===== config.mk =====
export PLATFORM = sky130hd
export DESIGN_NAME = uart_rx_pkt_ctrl
export DESIGN_NICKNAME = d
export VERILOG_FILES = /design/src/rtl/uart_rx_pkt_ctrl.sv
export SDC_FILE = /design/constraint.sdc
export NUM_CORES = 1
export LEC_CHECK = 0
export ABC_AREA = 1
export BUFFER_PORTS_ARGS = -buffer_cell sky130_fd_sc_hd__buf_2
export CAP_MARGIN = 20
export CORE_MARGIN = 3
export CORE_UTILIZATION = 55
export DETAILED_ROUTE_END_ITERATION = 16
export HOLD_SLACK_MARGIN = 0.03
export PLACE_DENSITY = 0.68
export SYNTH_ARGS = -nofsm -noshare
export SYNTH_HDL_FRONTEND = slang
export SYNTH_SLANG_ARGS = --single-unit

===== constraint.sdc =====
create_clock -name clk -period 4.9 [get_ports clk]
set_input_delay 0.735 -clock clk [delete_from_list [all_inputs] [get_ports clk]]
set_output_delay 0.735 -clock clk [all_outputs]
set_load 0.01 [all_outputs]

===== src/rtl/uart_rx_pkt_ctrl.sv =====
// Packet controller behind a UART receiver: hunts for SYNC/LEN/payload/CHK frames,
// buffers and verifies each payload, then streams it out on a valid/ready interface.
module uart_rx_pkt_ctrl #(
    parameter logic [7:0] SYNC_BYTE      = 8'hA5,
    parameter int         MAX_LEN        = 16,
    parameter int         TIMEOUT_CYCLES = 100000
) (
    input  logic       clk,
    input  logic       reset,
    input  logic [7:0] rx_data,
    input  logic       rx_valid,
    input  logic       rx_frame_error,
    output logic [7:0] pkt_data,
    output logic       pkt_valid,
    input  logic       pkt_ready,
    output logic       pkt_last,
    output logic       pkt_done,
    output logic       pkt_err,
    output logic [2:0] err_code,
    output logic       busy
);

    localparam int PW = $clog2(MAX_LEN + 1);
    localparam int AW = (MAX_LEN > 1) ? $clog2(MAX_LEN) : 1;
    localparam int TW = $clog2(TIMEOUT_CYCLES);
    localparam logic [TW-1:0] TIMER_LAST = TW'(TIMEOUT_CYCLES - 1);
    localparam logic [7:0]    MAX_LEN_B  = 8'(MAX_LEN);

    localparam logic [2:0] E_FRAME   = 3'd1;
    localparam logic [2:0] E_LEN     = 3'd2;
    localparam logic [2:0] E_CHKSUM  = 3'd3;
    localparam logic [2:0] E_TIMEOUT = 3'd4;
    localparam logic [2:0] E_OVERRUN = 3'd5;

    typedef enum logic [2:0] {
        S_HUNT,
        S_LEN,
        S_PAYLOAD,
        S_CHECK,
        S_DRAIN
    } state_t;

    state_t          state_q, state_d;
    logic            rxv_prev_q, rxv_prev_d;
    logic            ferr_prev_q, ferr_prev_d;
    logic [7:0]      len_q, len_d;
    logic [7:0]      sum_q, sum_d;
    logic [PW-1:0]   wr_ptr_q, wr_ptr_d;
    logic [PW-1:0]   rd_ptr_q, rd_ptr_d;
    logic [TW-1:0]   timer_q, timer_d;
    logic [7:0]      pkt_data_q, pkt_data_d;
    logic            pkt_valid_q, pkt_valid_d;
    logic            pkt_last_q, pkt_last_d;
    logic            pkt_done_q, pkt_done_d;
    logic            pkt_err_q, pkt_err_d;
    logic [2:0]      err_code_q, err_code_d;
    logic            busy_q, busy_d;

    logic [7:0]      buf_q [MAX_LEN];
    logic            buf_we;

    logic            byte_ev, frame_ev, byte_acc, any_ev;
    logic [PW-1:0]   wr_next, rd_next;

    // A frame event in the same cycle as a byte event discards the byte.
    assign byte_ev  = rx_valid & ~rxv_prev_q;
    assign frame_ev = rx_frame_error & ~ferr_prev_q;
    assign byte_acc = byte_ev & ~frame_ev;
    assign any_ev   = byte_ev | frame_ev;
    assign wr_next  = wr_ptr_q + PW'(1);
    assign rd_next  = rd_ptr_q + PW'(1);

    always_comb begin
        state_d     = state_q;
        rxv_prev_d  = rx_valid;
        ferr_prev_d = rx_frame_error;
        len_d       = len_q;
        sum_d       = sum_q;
        wr_ptr_d    = wr_ptr_q;
        rd_ptr_d    = rd_ptr_q;
        timer_d     = timer_q;
        pkt_data_d  = pkt_data_q;
        pkt_valid_d = pkt_valid_q;
        pkt_last_d  = pkt_last_q;
        pkt_done_d  = 1'b0;
        pkt_err_d   = 1'b0;
        err_code_d  = err_code_q;
        buf_we      = 1'b0;

        case (state_q)
            S_HUNT: begin
                if (byte_acc && rx_data == SYNC_BYTE) begin
                    state_d = S_LEN;
                    timer_d = '0;
                end
            end
            S_LEN: begin
                if (frame_ev) begin
                    pkt_err_d  = 1'b1;
                    err_code_d = E_FRAME;
                    state_d    = S_HUNT;
                end else if (byte_acc) begin
                    len_d    = rx_data;
                    sum_d    = rx_data;
                    wr_ptr_d = '0;
                    timer_d  = '0;
                    if (rx_data == 8'd0) begin
                        state_d = S_CHECK;
                    end else if (rx_data > MAX_LEN_B) begin
                        pkt_err_d  = 1'b1;
                        err_code_d = E_LEN;
                        state_d    = S_HUNT;
                    end else begin
                        state_d = S_PAYLOAD;
                    end
                end else if (timer_q == TIMER_LAST) begin
                    pkt_err_d  = 1'b1;
                    err_code_d = E_TIMEOUT;
                    state_d    = S_HUNT;
                end else begin
                    timer_d = timer_q + TW'(1);
                end
            end
            S_PAYLOAD: begin
                if (frame_ev) begin
                    pkt_err_d  = 1'b1;
                    err_code_d = E_FRAME;
                    state_d    = S_HUNT;
                end else if (byte_acc) begin
                    buf_we   = 1'b1;
                    wr_ptr_d = wr_next;
                    sum_d    = sum_q + rx_data;
                    timer_d  = '0;
                    if (8'(wr_next) == len_q) begin
                        state_d = S_CHECK;
                    end
                end else if (timer_q == TIMER_LAST) begin
                    pkt_err_d  = 1'b1;
                    err_code_d = E_TIMEOUT;
                    state_d    = S_HUNT;
                end else begin
                    timer_d = timer_q + TW'(1);
                end
            end
            S_CHECK: begin
                if (frame_ev) begin
                    pkt_err_d  = 1'b1;
                    err_code_d = E_FRAME;
                    state_d    = S_HUNT;
                end else if (byte_acc) begin
                    timer_d = '0;
                    if (rx_data == sum_q) begin
                        state_d  = S_DRAIN;
                        rd_ptr_d = '0;
                        // Present the first byte right away so the stream starts on DRAIN entry.
                        if (len_q != 8'd0) begin
                            pkt_valid_d = 1'b1;
                            pkt_data_d  = buf_q[0];
                            pkt_last_d  = (len_q == 8'd1);
                        end
                    end else begin
                        pkt_err_d  = 1'b1;
                        err_code_d = E_CHKSUM;
                        state_d    = S_HUNT;
                    end
                end else if (timer_q == TIMER_LAST) begin
                    pkt_err_d  = 1'b1;
                    err_code_d = E_TIMEOUT;
                    state_d    = S_HUNT;
                end else begin
                    timer_d = timer_q + TW'(1);
                end
            end
            S_DRAIN: begin
                // Incoming traffic cannot be accepted while draining; flag it and keep going.
                if (any_ev) begin
                    pkt_err_d  = 1'b1;
                    err_code_d = E_OVERRUN;
                end
                if (len_q == 8'd0) begin
                    pkt_done_d = 1'b1;
                    state_d    = S_HUNT;
                end else if (pkt_valid_q && pkt_ready) begin
                    if (pkt_last_q) begin
                        pkt_valid_d = 1'b0;
                        pkt_last_d  = 1'b0;
                        pkt_done_d  = 1'b1;
                        state_d     = S_HUNT;
                    end else begin
                        rd_ptr_d   = rd_next;
                        pkt_data_d = buf_q[rd_next[AW-1:0]];
                        pkt_last_d = ((8'(rd_next) + 8'd1) == len_q);
                    end
                end
            end
            default: state_d = S_HUNT;
        endcase

        busy_d = (state_d != S_HUNT);
    end

    always_ff @(posedge clk) begin
        if (reset) begin
            state_q     <= S_HUNT;
            rxv_prev_q  <= 1'b1;
            ferr_prev_q <= 1'b1;
            len_q       <= '0;
            sum_q       <= '0;
            wr_ptr_q    <= '0;
            rd_ptr_q    <= '0;
            timer_q     <= '0;
            pkt_data_q  <= '0;
            pkt_valid_q <= 1'b0;
            pkt_last_q  <= 1'b0;
            pkt_done_q  <= 1'b0;
            pkt_err_q   <= 1'b0;
            err_code_q  <= '0;
            busy_q      <= 1'b0;
        end else begin
            state_q     <= state_d;
            rxv_prev_q  <= rxv_prev_d;
            ferr_prev_q <= ferr_prev_d;
            len_q       <= len_d;
            sum_q       <= sum_d;
            wr_ptr_q    <= wr_ptr_d;
            rd_ptr_q    <= rd_ptr_d;
            timer_q     <= timer_d;
            pkt_data_q  <= pkt_data_d;
            pkt_valid_q <= pkt_valid_d;
            pkt_last_q  <= pkt_last_d;
            pkt_done_q  <= pkt_done_d;
            pkt_err_q   <= pkt_err_d;
            err_code_q  <= err_code_d;
            busy_q      <= busy_d;
        end
    end

    always_ff @(posedge clk) begin
        if (buf_we) begin
            buf_q[wr_ptr_q[AW-1:0]] <= rx_data;
        end
    end

    assign pkt_data  = pkt_data_q;
    assign pkt_valid = pkt_valid_q;
    assign pkt_last  = pkt_last_q;
    assign pkt_done  = pkt_done_q;
    assign pkt_err   = pkt_err_q;
    assign err_code  = err_code_q;
    assign busy      = busy_q;

endmodule


# Word-level counts from Yosys, hierarchy flattened
# Memories as Yosys holds them, arrays and structs flattened.
# Index checks and enable logic that the tools add are counted.
[word_totals]
reg_bits = 64
inputBits = 13
mem_bits_rw = 128
elab_cells = 175
output_inout_bits = 16
memories = 1
[mem_list]
columns = ["memory", "words", "word_bits", "rd", "rd_clocked_by_memory_dff", "wr", "line_no", "text"]
rows = [
  ["buf_q", 16, 8, 2, 0, 1, "59", "logic [7:0] buf_q [MAX_LEN];"],
]
[op_classes]
addsub = 5
bitwise = 8
eq_ne = 30
mux = 94
n_lt_le_gt_ge = 1
n_reduce_logical = 21
[op_table]
columns = ["cell", "n"]
rows = [
  ["8-bit two-way mux", 11],
  ["3-bit two-way mux", 24],
  ["17-bit two-way mux", 4],
  ["5-bit two-way mux", 10],
  ["17-bit case mux with 2 select lines", 1],
  ["1-bit two-way mux", 33],
  ["8-bit case mux with 2 select lines", 2],
  ["2-bit inequality test (second input constant)", 15],
  ["5-bit case mux with 2 select lines", 2],
  ["17-bit by 1-bit adder with 17-bit output (second input constant)", 1],
  ["17-bit == test (second input constant)", 1],
  ["8-bit zero test", 2],
  ["8-bit AND reduction", 2],
  ["3-bit case mux with 5 select lines", 1],
  ["7-bit AND reduction", 2],
  ["4-bit inequality test (second input constant)", 3],
  ["3-bit case mux with 4 select lines", 1],
  ["5-bit by 1-bit adder with 5-bit output (second input constant)", 2],
  ["8-bit adder", 1],
  ["5-bit by 8-bit == test with 1-bit output", 1],
  ["6-bit by 8-bit == test with 1-bit output", 1],
  ["8-bit by 1-bit == test with 1-bit output (second input constant)", 1],
  ["8-bit == test", 1],
  ["8-bit == test (second input constant)", 1],
  ["24 further kinds", 36],
]

# Logic depth before layout (Yosys ltp)
# Gate-level depths: netlist (run 1).
[logic_depth]
ltp_word = 9
mapped_depth = 15
mapped_depth_nobuf = 14

# Worst setup path before layout (run 1)
# OpenSTA, ideal clock, no wires.
[synth_timing]
path_kind = "input-to-reg"
from = "in rx_valid"
to = "mem buf_q[0][0], enable pin"
stages = 7
arrival_ns = 1.933
path_buffers = 1
slack_ns = 2.597
setup_ns = 0.370
required_time_ns = 4.530
cell_sequence = "inv_2 > nor2_2 > nand2_2 > nor2_2 > buf_2 > nand2_1 > nor2_1"
[synth_via]
elab_chain_len = 7
[synth_rtl]
columns = ["element", "line_no", "text"]
rows = [
  ["start: declaration", "11", "input logic rx_valid,"],
  ["1-bit bitwise AND", "66", "assign byte_ev = rx_valid & ~rxv_prev_q;"],
  ["1-bit bitwise AND", "68", "assign byte_acc = byte_ev & ~frame_ev;"],
  ["1-bit two-way mux", "129", "end else if (byte_acc) begin"],
  ["1-bit two-way mux", "125", "if (frame_ev) begin"],
  ["1-bit two-way mux", "90", "case (state_q)"],
  ["1-bit two-way mux", "239", "if (buf_we) begin"],
  ["1-bit two-way mux (implied by the code)", "240", "buf_q[wr_ptr_q[AW-1:0]] <= rx_data;"],
  ["end: declaration", "59", ""],
]
# Every way passes these cells.

# Worst setup path in the final report (run 1)
[layout_timing]
from = "reg rd_ptr_q[0]"
to = "reg pkt_data_q[4], in the netlist pkt_data[4]"
[layout_via]
elab_chain_len = 6
[layout_rtl]
columns = ["element", "line_no", "text"]
rows = [
  ["start: declaration", "49", "logic [PW-1:0] rd_ptr_q, rd_ptr_d;"],
  ["start signal: assignment", "226", "rd_ptr_q <= rd_ptr_d;"],
  ["5-bit by 1-bit adder with 5-bit output", "71", "assign rd_next = rd_ptr_q + PW'(1);"],
  ["memory read 16 x 8 bit", "--", ""],
  ["8-bit two-way mux", "184", "if (pkt_last_q) begin"],
  ["8-bit two-way mux", "183", "end else if (pkt_valid_q && pkt_ready) begin"],
  ["8-bit two-way mux", "180", "if (len_q == 8'd0) begin"],
  ["8-bit case mux with 2 select lines", "90", ""],
  ["end signal: assignment", "228", "pkt_data_q <= pkt_data_d;"],
  ["end: declaration", "51", "logic [7:0] pkt_data_q, pkt_data_d;"],
]
# Every way passes these cells. The select of a mux whose other input is x is not followed.
# A chain may end at the register's enable or synchronous reset.

==> flow_summary_export.csv, run 1 <==
group,metric,value,unit
layout,drive_above_1_share,10.7,%
synth,synth_common_cells,"319 x nand2_1, 140 x nand3_1, 128 x edfxtp_1, 121 x nor2_1, 74 x inv_1",
sta,fin_hold_ws,0.469,ns
synth,synth-edff-count,128,
sta,max_slew_margin,44.6,%
cts,cts_resized,0,
synth,async_reset_ff_share,0,%
power,power.switching,0.000709,W
cts,clockRootBuffer,"clkbuf_16",
power,vdd_drop_max,0.227,mV
layout,diodes,0,
synth,yosysMostFrequentCell,"nand2_1",
grt,grt-ovfl-total,0,
cts,clk_pin_slew,0.07,ns
power,power.share.clock,43.2,%
sta,rsz0062_at_grt,"false",
layout,syn_to_final_growth,8.37,%
detailed_routing,viasPerCell,5.68,
cts,cts_max_path_buffers,2,
layout,fin_nets,1177,
grt,grt_max_degree,79,
synth,synth_nets,1171,
detailed_routing,ant_nets,0,
synth,syn_inst,1143,
sta,fmax,329,MHz
cts,cts_tree,"done",
sta,period_share,62.0,%
place,dp_hpwl,15800,um
detailed_routing,drt_pass1_iterations,5,
cts,numCtsBuffers,17,
worst_setup_path,end_kind,"register",
sta,setup_viol,0,
floorplan,die_area,19100,um2
floorplan,die_w,138,um
job,cap_violations,0,
sta,hold_viol_final,0,
synth,netlist.area_leader.share,40.0,%
detailed_routing,vias,7848,
grt,grt_pass1_vias,7245,
cts,insertion_delay,0.44,ns
min_path,hold_path_class,"reg2reg",
synth,syn_area,9610,um2
cts,cts.htree.levels,4,
power,cellLeakagePower,3.96,nW
synth,syn_avg_cell_area,8.41,um2
run_status,outcome,"finished clean",
power,combPwrFrac,2.2,%
cts,cts_setup_buffers,0,
power,internal-power,0.00245,W
worst_setup_path,startpoint_type,"register",
grt,antenna_found_initial,0,
place,port-buffer-count,28,
sta,worst_pin_slew,0.831,ns
synth,synth_top_area_cell,"edfxtp_1",
power,p_per_area,303,nW/um2
detailed_routing,wl,24200,um
grt,track_usage,25.9,%
floorplan,num_rows,47,
worst_setup_path,crit_fanout,78,
floorplan,ios,29,
sta,finalSetupTns,0,ns
sta,period_minus_slack,3.04,ns
floorplan,coreArea,16800,um2
floorplan,die_h,138,um
synth,synth_cell_type_count,45,
worst_setup_path,path_class,"reg2reg",
worst_setup_path,required,5.20,ns
power,p_sw_share,22.4,%
cts,cts-hold-fix-buffers,0,
synth,seq_area_frac_synth,53.3,%
worst_setup_path,critical_path_arrival,3.34,ns
floorplan,initial_core_util,57.1,%
detailed_routing,drt_iter0_drc,624,
sta,finalClockSkew,0.0103,ns
sta,maxSlewViolCount,0,
detailed_routing,routedWlPerCell,17.5,um
synth,yosysWarnings,0,
power,seqPwrFrac,54.5,%
place,place.gp.congestion,0.934,
synth,ys_ff_latch,192,
synth,synth.area.top_cells,"edfxtp_1 40%, dfxtp_1 13%, nand2_1 12%",
grt,grt_pass1_wl,39500,um
detailed_routing,drc,0,
synth,yosys_most_used_dff,"edfxtp_1",
cts,numClockSinks,192,
per-layer routing:
| metal | vias to the layer above | track usage, % | part of all wire, % |
|---|---|---|---|
| met2 | 247 | 40.8 | 47 |
| met5 | - | 0 | 0 |
| met4 | 0 | 7.80 | 2.0 |
| li1 | 3865 | - | - |
| met1 | 3703 | 37.0 | 46 |
| met3 | 33 | 4.66 | 5.7 |
worst max-delay path: stages, from the launching register on:
cell and delay [ns]:
dfxtp_2 0.33, buf_4 0.61, clkinv_1 0.23, ha_1 0.35, buf_4 0.50, nor2_1 0.14
o21ai_0 0.11, nand3_1 0.09, nand3_1 0.17, nand3_1 0.17, nand3_1 0.12, a21oi_1 0.06
logic make-up after synthesis:
group,after synthesis,share of synthesized area [%]
compound gates,131,7.84
xor+xnor,6,0.547
fa+ha+maj,15,2.03
buf+inv,132,5.68
flops,192,53.3
simple gates,667,30.6
power by group through the flow:
stage | logic [W] | clock network (W) | registers, W
2_1_floorplan | 0.0000307 | 0 | 0.00176
3_3_place_gp | 0.0000702 | 0 | 0.00176
3_5_place_dp | 0.0000708 | 0 | 0.00176
4_1_cts | 0.0000709 | 0.00138 | 0.00172
5_1_grt | 0.0000782 | 0.00144 | 0.00172
6_report | 0.0000711 | 0.00137 | 0.00172
layout make-up:
class / instances / area (um2)
fill: 1475 / 6400
sequential: 192 / 5130
multi-input combinational: 819 / 3940
clock buffer: 17 / 425
inverter: 86 / 323
tap: 220 / 275
timing repair buffer: 33 / 178
clock inverter: 15 / 148
registers in the layout (all words and copies together) (netlist names), 5 cells and up:
name / count
pkt_data: 8
wr_ptr_q: 5
len_q: 8
rd_ptr_q: 5
timer_q: 17
buf_q: 128
sum_q: 8
per-stage QoR:
step | util [%] | std cells | setup slack (ns) | power (W) | cell area [um2]
after floorplan | - | 1143 | 2.60 | 0.00179 | 9610
after global placement | 58.5 | 1350 | 1.86 | 0.00183 | 9840
after detailed placement | 58.5 | 1350 | 1.83 | 0.00183 | 9840
after CTS | 61.9 | 1382 | 1.91 | 0.00317 | 10400
after global routing | 61.9 | 1382 | 1.58 | 0.00324 | 10400
final | 61.9 | 1382 | 1.86 | 0.00316 | 10400
layout by cell type, fill, tap and decap left out, types with 5 or more instances in the layout:
| master | n |
|---|---|
| a21oi_1 | 49 |
| a21oi_2 | 10 |
| a31oi_1 | 5 |
| buf_2 | 28 |
| buf_4 | 5 |
| clkbuf_16 | 17 |
| dfxtp_1 | 63 |
| edfxtp_1 | 128 |
| ha_1 | 14 |
| inv_1 | 74 |
| inv_2 | 11 |
| nand2_1 | 319 |
| nand2_2 | 16 |
| nand3_1 | 140 |
| nand4_1 | 23 |
| nor2_1 | 121 |
| nor3_1 | 21 |
| o211ai_1 | 8 |
| o21ai_0 | 46 |
| o21ai_1 | 5 |
| xor2_1 | 5 |
worst paths after layout:
path | from | to | slack (ns) | cells past startpoint
worst max-delay path | rd_ptr_q[0] | pkt_data[4] | 1.86 | 11
worst min-delay path | pkt_data[2] | pkt_data[2] | 0.47 | 2
worst max register to register | rd_ptr_q[0] | pkt_data[4] | 1.86 | 11
worst min register to register | pkt_data[2] | pkt_data[2] | 0.47 | 2
Power figures use the tool's default switching activity.
==> run 2: changes to the inputs <==
PLACE_DENSITY = 0.71   (was 0.68)
clock period = 2.75 ns   (was 4.9 ns; I/O delays follow)
==> flow_summary_export.csv, run 2 (synthesis gave the netlist of run 1 again) <==
group,metric,value,unit
run_status,outcome,"finished clean",
layout,drive_above_1_share,13.0,%
sta,max_slew_margin,58.6,%
layout,final_cell_mix,"319 x nand2_1, 140 x nand3_1, 128 x edfxtp_1",
grt,grt_pass1_vias,7583,
cts,cts.htree.levels,4,
worst_setup_path,path_buf_inv,2,
worst_setup_path,critical_path_arrival,2.39,ns
grt,grt_pass1_wl,40200,um
sta,rsz0062_at_grt,"false",
layout,diodes,0,
job,cap_violations,0,
power,p_total,0.00582,W
worst_setup_path,end_kind,"register",
cts,numCtsBuffers,17,
worst_setup_path,rr_endpoint,"buf_q[5][2]",
worst_setup_path,cp_slowest_cell,"nor2_2",
sta,maxSlewViolCount,0,
worst_setup_path,cp_cell_sequence,"inv_2, nand3_2, nor2_2, nand2_1, nor2_1, buf_4",
floorplan,num_rows,47,
detailed_routing,viasPerCell,5.65,
sta,period_minus_slack,2.25,ns
layout,fillers,1454,
worst_setup_path,reg2reg_depth,6,
cts,clk_pin_slew,0.07,ns
detailed_routing,vias,7987,
detailed_routing,drt_pass1_iterations,6,
floorplan,initial_core_util,57.1,%
layout,fin_nets,1209,
place,dp_hpwl,16800,um
worst_setup_path,required,2.90,ns
grt,grt_max_degree,61,
cts,cts_max_path_buffers,2,
layout,final_util,63.6,%
worst_setup_path,cp-startpoint,"state_q[2]",
worst_setup_path,crit_end,"buf_q[5][2]",
grt,track_usage,26.3,%
power,p_per_area,544,nW/um2
sta,worst_pin_slew,0.621,ns
worst_setup_path,worstSetupPathDepth,6,
worst_setup_path,path_class,"reg2reg",
floorplan,die_w,138,um
layout,final_common_cell,"nand2_1",
worst_setup_path,crit_family,"simple AND/OR/NAND/NOR gates",
grt,grt-ovfl-total,0,
power,vdd_drop_max,0.473,mV
grt,antenna_found_initial,0,
sta,finalSetupTns,0,ns
floorplan,coreArea,16800,um2
power,cellLeakagePower,4.15,nW
detailed_routing,drt_iter0_drc,730,
cts,cts_tree,"done",
min_path,hold_path_class,"in2reg",
cts,cts_setup_buffers,0,
detailed_routing,ant_nets,0,
cts,clockRootBuffer,"clkbuf_16",
detailed_routing,routedWlPerCell,17.6,um
place,port-buffer-count,28,
sta,setup_viol,0,
cts,insertion_delay,0.44,ns
worst_setup_path,crit_fanout,12,
sta,finalClockSkew,0.00815,ns
worst_setup_path,critPathMaxStageDelay,0.51,ns
cts,cts_resized,0,
sta,period_share,81.7,%
floorplan,die_h,138,um
layout,largest_reg_flops,128,
sta,hold_viol_final,0,
place,place.gp.congestion,0.918,
layout,syn_to_final_growth,11.4,%
cts,numClockSinks,192,
detailed_routing,wl,24900,um
sta,fmax,445,MHz
floorplan,die_area,19100,um2
detailed_routing,drc,0,
worst_setup_path,r2r_slack,0.50,ns
worst_setup_path,startpoint_type,"register",
floorplan,ios,29,
cts,cts-hold-fix-buffers,0,
worst_setup_path,reg2reg_from,"state_q[2]",
run 2: changes by cell type in the layout (fill, tap and decap cells not counted):
cell	change
buf_4	+32
bufinv_16	+1
clkbuf_1	+1
clkinv_2	-1
clkinv_8	+2
clkinvlp_2	-1
clkinvlp_4	-3
inv_6	-1
inv_8	+2
run 2: worst reg2reg max path: cells and delay by family, from the launching register on:
family,cells,cell delay [ns]
simple gates,4,1.22
flops,1,0.39
buf+inv,2,0.35
run 2: cell type report:
type	instances	area (um2)	share of cell area [%]
clock buffers	18	429	4.01
inverters	86	323	3.02
multi-input cells	819	3940	36.8
well taps	220	275	2.57
repair buffers	65	418	3.90
clock inverters	14	191	1.79
flip-flops and latches	192	5130	47.9
run 2: how the worst min path moves through the flow:
| stage | from | end | depth (start not counted) |
|---|---|---|---|
| CTS | rx_valid | rxv_prev_q | 3 |
| finish | rx_valid | rxv_prev_q | 3 |
| global placement | sum_q[7] | sum_q[7] | 2 |
| global route | rx_valid | rxv_prev_q | 3 |
| floorplan | sum_q[6] | sum_q[6] | 2 |
| detailed placement | pkt_data[4] | pkt_data[4] | 2 |
run 2: power by group:
group / total, W / switching [W] / leakage (nW) / internal [W]
Combinational: 0.000141 / 0.000109 / 2.18 / 0.0000328
Sequential: 0.00307 / 0.000000549 / 1.67 / 0.00307
Clock: 0.00261 / 0.00121 / 0.301 / 0.00140
run 2: per-layer routing:
layer	share of wire (%)	GRT usage [%]	wire length [um]	vias up
li1	-	-	-	3935
met1	42	34.1	10400	3739
met2	50	45.1	12500	259
met3	4.9	3.69	1210	54
met4	3.1	10.1	770	0
met5	0	0	0	-
run 2: through the flow:
| stage | cell area [um2] | hold WS (ns) | worst slack [ns] | cells |
|---|---|---|---|---|
| floorplan | 9610 | 0.447 | 0.621 | 1143 |
| global placement | 10100 | 0.464 | 0.375 | 1382 |
| detailed placement | 10100 | 0.475 | 0.328 | 1382 |
| CTS | 10700 | 0.152 | 0.535 | 1414 |
| global route | 10700 | 0.174 | 0.321 | 1414 |
| finish | 10700 | 0.158 | 0.504 | 1414 |
==> run 3: changes to the inputs <==
PLACE_DENSITY = 0.68   (was 0.71)
clock period = 2.1 ns   (was 2.75 ns; I/O delays follow)
==> flow_summary_export.csv, run 3 (synthesis gave the netlist of run 1 again) <==
group,metric,value,unit
worst_setup_path,critical_path_arrival,2.34,ns
run_status,outcome,"finished clean",
sta,rsz0062_at_grt,"true",
layout,final_util,65.3,%
grt,grt_pass1_vias,7584,
cts,cts_setup_buffers,0,
cts,cts_max_path_buffers,2,
power,p_per_area,675,nW/um2
layout,final_common_cell,"nand2_1",
floorplan,coreArea,16800,um2
layout,multi_input_area,3950,um2
min_path,hold_end,"rxv_prev_q",
detailed_routing,drc,0,
detailed_routing,drt_pass1_iterations,5,
cts,cts.htree.levels,4,
grt,grt_pass1_wl,40800,um
cts,clk_pin_slew,0.07,ns
floorplan,die_w,138,um
place,place.gp.congestion,0.889,
job,cap_violations,0,
worst_setup_path,reg2reg_depth,9,
min_path,hp-start,"rx_valid",
power,p_total,0.00741,W
detailed_routing,wl,25200,um
sta,fmax,507,MHz
layout,instances_no_fill,1449,
cts,insertion_delay,0.44,ns
floorplan,initial_core_util,57.1,%
sta,maxSlewViolCount,0,
layout,fillers,1455,
detailed_routing,drt_iter0_drc,689,
layout,largest_reg_flops,128,
detailed_routing,viasPerCell,5.56,
layout,diodes,0,
sta,period_share,94.0,%
sta,hold_viol_final,0,
power,vdd_drop_max,0.582,mV
grt,use_met2,44.5,%
cts,numClockSinks,192,
grt,grt_max_degree,61,
layout,syn_to_final_growth,14.2,%
detailed_routing,routedWlPerCell,17.4,um
worst_setup_path,startpoint_type,"register",
floorplan,num_rows,47,
sta,period_minus_slack,1.97,ns
grt,grt_use_met3,3.63,%
layout,register_area,5130,um2
worst_setup_path,end_kind,"register",
worst_setup_path,rr_endpoint,"pkt_data[0]",
sta,finalClockSkew,0.0168,ns
layout,fin_nets,1244,
grt,track_usage,26.7,%
detailed_routing,vias,8056,
cts,numCtsBuffers,17,
grt,antenna_found_initial,0,
floorplan,die_area,19100,um2
layout,final_cell_area,11000,um2
worst_setup_path,crit_fanout,13,
sta,worst_pin_slew,0.662,ns
detailed_routing,ant_nets,0,
grt,grt-ovfl-total,0,
layout,drive_above_1_share,15.8,%
layout,final_cell_mix,"319 x nand2_1, 139 x nand3_1, 128 x edfxtp_1",
worst_setup_path,reg2reg_from,"rd_ptr_q[0]",
floorplan,ios,29,
place,dp.cells,1417,
sta,max_slew_margin,55.9,%
place,dpl-instance-area,10400,um2
floorplan,die_h,138,um
cts,clockRootBuffer,"clkbuf_16",
cts,cts_tree,"done",
power,cellLeakagePower,4.31,nW
worst_setup_path,required,2.47,ns
grt,grt-busiest-layer,"met2",
place,port-buffer-count,28,
worst_setup_path,path_class,"reg2reg",
sta,setup_viol,0,
min_path,hold_path_class,"in2reg",
min_path,whs_path_depth,3,
worst_setup_path,r2r_slack,0.13,ns
grt,grtUsageMet1,35.6,%
place,dp_hpwl,17600,um
run 3: changes by cell type in the layout (fill, tap and decap cells not counted), moves of 3 or more:
| cell | previous run | this run |
|---|---|---|
| buf_4 | 37 | 69 |
| inv_8 | 5 | 1 |
| buf_12 | 0 | 3 |
| clkinvlp_4 | 1 | 4 |
run 3: worst max path at each step:
stage / slack, ns / start / to
after floorplan: 0.008 / rd_ptr_q[0] / pkt_data[6]
after global placement: 0.04 / rx_data[4] / pkt_data[3]
after detailed placement: -0.01 / rx_data[4] / pkt_data[2]
after CTS: 0.05 / rd_ptr_q[0] / pkt_data[2]
after global routing: -0.005 / rd_ptr_q[0] / pkt_data[6]
final: 0.13 / rd_ptr_q[0] / pkt_data[0]
run 3: critical path, cell delays in order (launching register included):
cell	delay [ns]
dfxtp_2	0.38
clkinv_1	0.11
ha_2	0.42
buf_4	0.24
o211ai_1	0.16
nand3_1	0.16
nand3_1	0.12
nand3_1	0.11
nand3_1	0.07
a21oi_1	0.13
run 3: power by group:
part	switching [W]	internal (W)
clock network	0.00151	0.00168
registers	0.000000705	0.00402
logic	0.000147	0.0000568
run 3: repair_timing:
item                                    CTS  global route
endpoints found under the setup margin    0             8
gates resized for setup                   0             4
hold buffers                              0             0
run 3: cell type report:
class / count / area share [%]
multi-input combinational: 819 / 36.0
clock inverter: 14 / 1.39
inverter: 86 / 2.94
timing repair buffer: 100 / 6.54
tap: 220 / 2.51
sequential: 192 / 46.7
clock buffer: 18 / 3.91
run 3: stage by stage:
step                hold WS, ns  setup slack [ns]   TNS, ns
floorplan                 0.402           0.00839         0
global placement          0.470            0.0436         0
detailed placement        0.461           -0.0113   -0.0113
CTS                      0.0485            0.0530         0
global route             0.0833          -0.00524  -0.00952
finish                   0.0656             0.127         0
run 3: routing by layer:
layer  wire length [um]  share of wire (%)
met1              10600                 42
met2              12500                 49
met3               1340                5.3
met4                786                3.1
met5                  0                  0
